[src/rtl/apresenta_sequencia.sv]
// Presents the stored play sequence on the leds, one entry at a time.
// Optional PAUSA_EN macro adds a pausa input that freezes the lit/dark timing.
module apresenta_sequencia #(
  parameter int T_ON   = 1000,
  parameter int T_OFF  = 500,
  parameter int ADDR_W = 4,
  parameter int DATA_W = 4
) (
  input  logic              clock,
  input  logic              reset,
  input  logic              iniciar,
  input  logic [ADDR_W-1:0] limite,
  input  logic [DATA_W-1:0] dado_memoria,
`ifdef PAUSA_EN
  input  logic              pausa,
`endif
  output logic [ADDR_W-1:0] endereco,
  output logic [DATA_W-1:0] leds,
  output logic              ativo,
  output logic              pronto,
  output logic [3:0]        db_estado
);

  localparam int T_MAX = (T_ON > T_OFF) ? T_ON : T_OFF;
  localparam int CW    = $clog2(T_MAX + 1);
  localparam logic [CW-1:0] ON_LAST  = CW'(T_ON - 1);
  localparam logic [CW-1:0] OFF_LAST = CW'(T_OFF - 1);

  typedef enum logic [3:0] {
    INICIAL = 4'h0,
    CARREGA = 4'h1,
    MOSTRA  = 4'h2,
    APAGA   = 4'h3,
    FINAL   = 4'hF
  } estado_t;

  estado_t           estado, estado_d;
  logic [CW-1:0]     cnt, cnt_d;
  logic [ADDR_W-1:0] limite_reg, limite_d;
  logic [ADDR_W-1:0] endereco_d;
  logic [DATA_W-1:0] leds_d;
  logic              parado;

`ifdef PAUSA_EN
  assign parado = pausa;
`else
  assign parado = 1'b0;
`endif

  always_ff @(posedge clock or negedge reset) begin
    if (!reset) begin
      estado     <= INICIAL;
      cnt        <= '0;
      limite_reg <= '0;
      endereco   <= '0;
      leds       <= '0;
    end else begin
      estado     <= estado_d;
      cnt        <= cnt_d;
      limite_reg <= limite_d;
      endereco   <= endereco_d;
      leds       <= leds_d;
    end
  end

  always_comb begin
    estado_d   = estado;
    cnt_d      = cnt;
    limite_d   = limite_reg;
    endereco_d = endereco;
    leds_d     = leds;
    case (estado)
      INICIAL: begin
        leds_d = '0;
        if (iniciar) begin
          limite_d   = limite;
          endereco_d = '0;
          estado_d   = CARREGA;
        end
      end
      CARREGA: begin
        leds_d   = dado_memoria;
        cnt_d    = '0;
        estado_d = MOSTRA;
      end
      MOSTRA: begin
        if (!parado) begin
          if (cnt == ON_LAST) begin
            leds_d   = '0;
            cnt_d    = '0;
            estado_d = APAGA;
          end else begin
            cnt_d = cnt + 1'b1;
          end
        end
      end
      APAGA: begin
        leds_d = '0;
        if (!parado) begin
          if (cnt == OFF_LAST) begin
            cnt_d = '0;
            // The last address ends the run without incrementing, so endereco never wraps.
            if (endereco == limite_reg) begin
              estado_d = FINAL;
            end else begin
              endereco_d = endereco + 1'b1;
              estado_d   = CARREGA;
            end
          end else begin
            cnt_d = cnt + 1'b1;
          end
        end
      end
      FINAL: begin
        leds_d   = '0;
        estado_d = INICIAL;
      end
      default: estado_d = INICIAL;
    endcase
  end

  assign ativo     = (estado == CARREGA) || (estado == MOSTRA) || (estado == APAGA);
  assign pronto    = (estado == FINAL);
  assign db_estado = estado;

endmodule

[config.mk]
export PLATFORM = sky130hd
export DESIGN_NAME = apresenta_sequencia
export DESIGN_NICKNAME = d
export VERILOG_FILES = /design/src/rtl/apresenta_sequencia.sv
export SDC_FILE = /design/constraint.sdc
export NUM_CORES = 1
export LEC_CHECK = 0
export ABC_AREA = 1
export BUFFER_PORTS_ARGS = -buffer_cell sky130_fd_sc_hd__clkbuf_2
export CORE_UTILIZATION = 55
export CTS_CLUSTER_DIAMETER = 100
export DETAILED_ROUTE_END_ITERATION = 12
export PLACE_DENSITY_LB_ADDON = 0.15
export RECOVER_POWER = 100
export SLEW_MARGIN = 5
export SYNTH_ARGS = -nofsm -noshare
export SYNTH_HDL_FRONTEND = slang
export SYNTH_SLANG_ARGS = --single-unit
export TNS_END_PERCENT = 50
[constraint.sdc]
create_clock -name clock -period 1.6 [get_ports clock]
set_input_delay 0.24 -clock clock [delete_from_list [all_inputs] [get_ports clock]]
set_output_delay 0.24 -clock clock [all_outputs]
set_load 0.01 [all_outputs]
==> results of run 1 <==
layout make-up:
type	count	area (sq um)
repair buffers	25	116
multi-input cells	138	733
flip-flops and latches	25	628
well taps	30	37.5
clock buffers	4	26.3
fillers	249	856
inverters	38	148
layer usage:
layer	routed length [um]	part of all wire (%)
met2	1510	49
met5	0	0
met3	83	2.7
met4	55	1.8
met1	1440	47
through the flow:
stage / area (sq um) / util, % / total power, mW / hold slack, ns / worst slack, ns
final: 1690 / 66.4 / 2.50 / 0.146 / 0.0849
after global routing: 1690 / 66.4 / 2.73 / 0.163 / 0.0205
after CTS: 1700 / 67.0 / 2.54 / 0.143 / 0.0169
after detailed placement: 1670 / 65.5 / 2.25 / 0.285 / 0.123
after global placement: 1670 / 65.5 / 2.18 / 0.275 / 0.153
after floorplan: 1520 / - / 1.91 / -0.0556 / 0.335
logic make-up after synthesis:
logic type | count (synthesis)
AND/OR/NAND/NOR | 112
flip-flops | 25
AO/OA/AOI/OAI | 17
buffers and inverters | 39
XOR/XNOR | 7
adder cells (fa/ha/maj) | 2
cell usage after synthesis:
master and count:
a21oi_1 7, a21oi_4 1, a31oi_1 1, buf_4 1, dfrtp_1 25, ha_1 2, inv_1 33, inv_2 4
inv_4 1, nand2_1 47, nand2_2 8, nand2_4 2, nand3_1 10, nand3_2 1, nand3_4 1, nand4_1 4
nor2_1 30, nor2_2 4, nor2_4 2, nor3_1 1, nor3_2 2, o21a_1 1, o21ai_0 1, o21ai_2 1
o21bai_1 5, xnor2_1 1, xor2_1 6
what timing repair did:
action,CTS,global route
resized for setup,0,5
hold endpoints to repair,25,0
hold buffers,1,0
setup endpoints to repair,0,9
cell usage in the layout (no fill, tap or decap), drive strengths merged:
cell and count:
o21ai 2, a31oi 1, inv 38, nand2 57, xor2 6, ha 2
xnor2 1, dlygate4sd3 1, nand4 4, o21bai 5, nor3 3, clkbuf 28
dfrtp 25, o21a 1, a21oi 8, nand3 12, nor2 36
critical path, stage by stage (launching register included):
cell and delay (ns):
dfrtp_1 0.45, inv_2 0.13, nand2_2 0.09, nand2_4 0.10
inv_6 0.06, clkbuf_2 0.12
where the power goes:
| part | leakage, nW | switching [mW] | internal (mW) | total (mW) |
|---|---|---|---|---|
| Combinational | 0.551 | 0.781 | 0.424 | 1.21 |
| Clock | 0.0150 | 0.196 | 0.0978 | 0.294 |
| Sequential | 0.318 | 0.187 | 0.817 | 1.00 |
| Total | 0.884 | 1.16 | 1.34 | 2.50 |
path summary, 6_finish.rpt:
check / startpoint / end / slack [ns] / depth (start not counted)
setup / recovery: db_estado[1]$_DFFE_PN0P_ / ativo / 0.08 / 5
hold / removal: limite[2] / limite_reg[2]$_DFFE_PN0P_ / 0.15 / 3
setup reg to reg: cnt[1]$_DFFE_PN0P_ / leds[0]$_DFFE_PN0P_ / 0.15 / 6
hold reg to reg: cnt[1]$_DFFE_PN0P_ / cnt[1]$_DFFE_PN0P_ / 0.53 / 2
max in group asynchronous: reset / db_estado[0]$_DFFE_PN0P_ / 0.72 / 2
min in group asynchronous: reset / cnt[0]$_DFFE_PN0P_ / 0.44 / 2
==> reports/results.ini, run 1 <==
[floorplanning]
dieArea_sq_um=2970
die_x_um=54.5
die_y_um=54.5
ioPinCount=25
initial_core_util_pct=59.6
rows=18
core_region_area_sq_um=2540

[synthesis]
ys_ff_latch=25
synth.cell_area_sq_um=1520
yosysTopAreaCellShare_pct=41.2
synth_top_family_by_area=simple AND/OR/NAND/NOR gates
synthMuxAreaShare_pct=0
synth-simple-area-share_pct=35.4
synth_top_area_cell=dfrtp_1
yosysSeqAreaShare_pct=41.2
yosys-top-cells-area=dfrtp_1, nand2_1, inv_1, nor2_1, xor2_1
postSynthCellCount=202
synth_compound_area_share_pct=7.67
synth_area_per_cell_sq_um=7.51
synth_nets=215
synth_adder_area_share_pct=1.65
synth_warnings=0
synthDistinctLibCells=27
synthXorXnorAreaFrac_pct=4.04

[worst_setup_path]
arrival_ns=1.28
startpoint_type=flip-flop
critPathKind=flip-flop to primary output
end_kind=primary output
cp_max_fo=9
crit_required_ns=1.36

[global_route]
gr-usage-met1_pct=29.2
grt_start_max_net_pins=26
grt-ovfl-total=0
grt_pass1_wl_mm=5.05
antenna_found_initial=0
grt_use_met2_pct=41.7
grt_pass1_vias=1174
grt_busiest_layer=met2
met3_usage_pct=3.89
grt_usage_pct=24.4

[cells_and_area]
syn2layout_area_growth_pct=11.3
final_nets=244
drive_gt1_share_pct=19.1
largest_register=cnt
largest_register_ffs=10
antenna_cells=0
instances_no_fill=260

[clock_tree]
cts_setup_buffers=0
clock_latency_ns=0.32
clk_pin_slew_ns=0.14
clock_path_buffers=2
cts_tree=yes
cts_buffers=3
cts_max_level=1
cts.sinks=25
cts_root_buffer=clkbuf_4

[power_and_ir_drop]
vdd_drop_max_mv=1.12
power.density_nw_per_um2=1480
leakage_nw=0.884

[timing]
relSlewSlack_pct=58.6
hold_viol_final=0
tightest_slew_ns=0.622
min_period_ns=1.52
maxSlewViolCount=0
max_freq_ghz=0.660
tns_ns=0
clock_skew_ns=0.00371
period_share_pct=94.7
rsz0062_at_grt=no
setup_viol=0

[hold_path]
min-delay-path-class=input port to flip-flop

[route]
vias_per_cell=5.05
first_pass_iters=4
routedWlPerCell_um=11.9
vias=1312
routed_wl_mm=3.09
initialDrtViolationCount=24
ant_nets=0
drc=0

[placed_design]
post-dp-hpwl_mm=2.45
port_buffers=24
dpl.cell_count=255
gp_congestion=0.849

[run_status]
outcome=complete, no violations

[run]
drv_cap=0

No activity file was read; power rests on OpenSTA's default activity.
==> run 2, diff against run 1 <==
--- a/config.mk
+++ b/config.mk
@@ -12,6 +12,7 @@
 export DETAILED_ROUTE_END_ITERATION = 12
 export PLACE_DENSITY_LB_ADDON = 0.15
 export RECOVER_POWER = 100
+export SETUP_SLACK_MARGIN = 0.15
 export SLEW_MARGIN = 5
 export SYNTH_ARGS = -nofsm -noshare
 export SYNTH_HDL_FRONTEND = slang
==> run 2 against run 1 <==
Effect of this change: critical path depth is the same; count of clock-buffer cells in the layout is the same; register-to-register slack is essentially flat; setup slack gained 0.038 ns; sequential power is essentially flat; via count grew 8.2%; critical path type unchanged; critical endpoint unchanged.
==> reports/results.ini, run 2 (synthesis gave the netlist of run 1 again) <==
[cells_and_area]
largest_register=cnt  ; unchanged
ff_latch_area_sq_um=628  ; unchanged
stdcell_area_sq_um=1850  ; was 1690 sq um
instances_no_fill=276  ; was 260
layout_common_cells=nand2_1, inv_1, nor2_1, dfrtp_1  ; was nand2_1, inv_1, nor2_1, dfrtp_1, clkbuf_2
nFillCells=230  ; was 249
final_nets=260  ; was 244
largest_register_ffs=10  ; unchanged
antenna_cells=0  ; unchanged
final_common_cell=nand2_1  ; unchanged
syn2layout_area_growth_pct=21.8  ; was 11.3%
multi_input_area_sq_um=761  ; was 733 sq um
drive_gt1_share_pct=27.6  ; was 19.1%

[worst_setup_path]
cpMaxStageDelayCell=dfrtp_1  ; unchanged
cp_max_fo=7  ; was 9
critPathCapture=ativo  ; unchanged
r2r_slack_ns=0.15  ; about the same
critical_path.max_stage_delay_ns=0.43  ; was 0.45 ns
startpoint=db_estado[1]$_DFFE_PN0P_  ; unchanged
r2r-end=leds[0]$_DFFE_PN0P_  ; unchanged
crit_required_ns=1.36  ; about the same
critPathKind=flip-flop to primary output  ; unchanged
r2r-start=cnt[0]$_DFFE_PN0P_  ; was cnt[1]$_DFFE_PN0P_
end_kind=primary output  ; unchanged
arrival_ns=1.24  ; was 1.28 ns
cpMostUsedCell=nand2_4
startpoint_type=flip-flop  ; unchanged
ff2ff_path_depth=6  ; unchanged
crit_chain=inv_2 > nand2_4 > nand2_4 > inv_8 > buf_6  ; was inv_2 > nand2_2 > nand2_4 > inv_6 > clkbuf_2

[floorplanning]
dieArea_sq_um=2970  ; unchanged
rows=18  ; unchanged
die_x_um=54.5  ; unchanged
die_y_um=54.5  ; unchanged
ioPinCount=25  ; unchanged
initial_core_util_pct=59.6  ; unchanged
core_region_area_sq_um=2540  ; unchanged

[run]
drv_cap=0  ; unchanged

[global_route]
grt_usage_pct=25.5  ; was 24.4%
grt-ovfl-total=0  ; unchanged
grt_pass1_vias=1217  ; was 1174
antenna_found_initial=0  ; unchanged
grt_pass1_wl_mm=5.29  ; was 5.05 mm
grt_start_max_net_pins=26  ; unchanged

[timing]
tns_ns=0  ; unchanged
timing.hold.ws_ns=0.148  ; was 0.146 ns
maxSlewViolCount=0  ; unchanged
setup_viol=0  ; unchanged
tightest_slew_ns=0.612  ; was 0.622 ns
min_period_ns=1.48  ; was 1.52 ns
clock_skew_ns=0.00237  ; was 0.00371 ns
period_share_pct=92.3  ; was 94.7%
hold_viol_final=0  ; unchanged
max_freq_ghz=0.677  ; was 0.660 GHz
relSlewSlack_pct=59.2  ; was 58.6%
rsz0062_at_grt=yes  ; was no

[placed_design]
placed_area_sq_um=1670  ; unchanged
post-dp-hpwl_mm=2.45  ; unchanged
dpl.cell_count=255  ; unchanged
port_buffers=24  ; unchanged
gp_congestion=0.849  ; unchanged

[clock_tree]
cts_root_buffer=clkbuf_4  ; unchanged
clock_path_buffers=2  ; unchanged
clk_pin_slew_ns=0.13  ; was 0.14 ns
cts.sinks=25  ; unchanged
cts_max_level=1  ; unchanged
cts_tree=yes  ; unchanged
clock_latency_ns=0.32  ; about the same
cts_buffers=3  ; unchanged

[route]
vias=1420  ; was 1312
initialDrtViolationCount=33  ; was 24
drc=0  ; unchanged
vias_per_cell=5.14  ; was 5.05
routedWlPerCell_um=12.4  ; was 11.9 um
routed_wl_mm=3.42  ; was 3.09 mm
ant_nets=0  ; unchanged
first_pass_iters=4  ; unchanged

[power_and_ir_drop]
power.density_nw_per_um2=1470  ; was 1480 nW/um^2
vdd_drop_max_mv=1.12  ; about the same
leakage_nw=0.979  ; was 0.884 nW

[hold_path]
min-delay-path-class=input port to flip-flop  ; unchanged
hold_path.startpoint=limite[2]  ; unchanged

[run_status]
outcome=complete, no violations  ; unchanged

## run 2: through the flow
step	setup slack (ns)	util (%)	power, mW
after detailed placement	0.123	65.5	2.25
final	0.123	72.6	2.71
after global placement	0.153	65.5	2.18
after floorplan	0.335	-	1.91
after global routing	0.0583	72.6	2.94
after CTS	0.116	69.0	2.60
## run 2: power by group
part / switching (mW) / internal (mW)
registers: 0.187 / 0.817
logic: 0.854 / 0.562
clock network: 0.193 / 0.0977
## run 2: repair_timing
item | in CTS | in global routing
gates resized for setup | 4 | 16
pin swaps | 2 | 8
hold buffers | 1 | 0
setup endpoints to repair | 10 | 24
hold endpoints to repair | 25 | 0
buffers inserted | 6 | 10
## run 2: layout make-up
| type | count | area share, % |
|---|---|---|
| clock buffer | 4 | 1.42 |
| inverter | 38 | 8.12 |
| multi-input combinational | 138 | 41.2 |
| sequential | 25 | 34.0 |
| tap | 30 | 2.03 |
| timing repair buffer | 41 | 13.3 |
## run 2: worst min path at each step
| stage | cells past startpoint | to | slack, ns |
|---|---|---|---|
| 4_1_cts | 3 | limite_reg[2]$_DFFE_PN0P_ | 0.14 |
| 2_1_floorplan | 0 | cnt[0]$_DFFE_PN0P_ | -0.06 |
| 5_1_grt | 3 | limite_reg[1]$_DFFE_PN0P_ | 0.16 |
| 3_5_place_dp | 1 | leds[0]$_DFFE_PN0P_ | 0.28 |
| 6_report | 3 | limite_reg[2]$_DFFE_PN0P_ | 0.15 |
| 3_3_place_gp | 1 | leds[3]$_DFFE_PN0P_ | 0.28 |
## run 2: routing by layer
metal  global-route usage [%]  vias to the layer above  wire [um]
li1                         -                      708          -
met4                     13.2                        0         64
met3                     3.89                        7         96
met1                     30.2                      674       1520
met2                     43.9                       31       1740
met5                        0                        -          0
## run 2: worst max-delay path, delay by kind of cell, from the launching register on
kind	cells	cell delay, ns
simple gates	2	0.18
flops	1	0.43
buf+inv	3	0.30
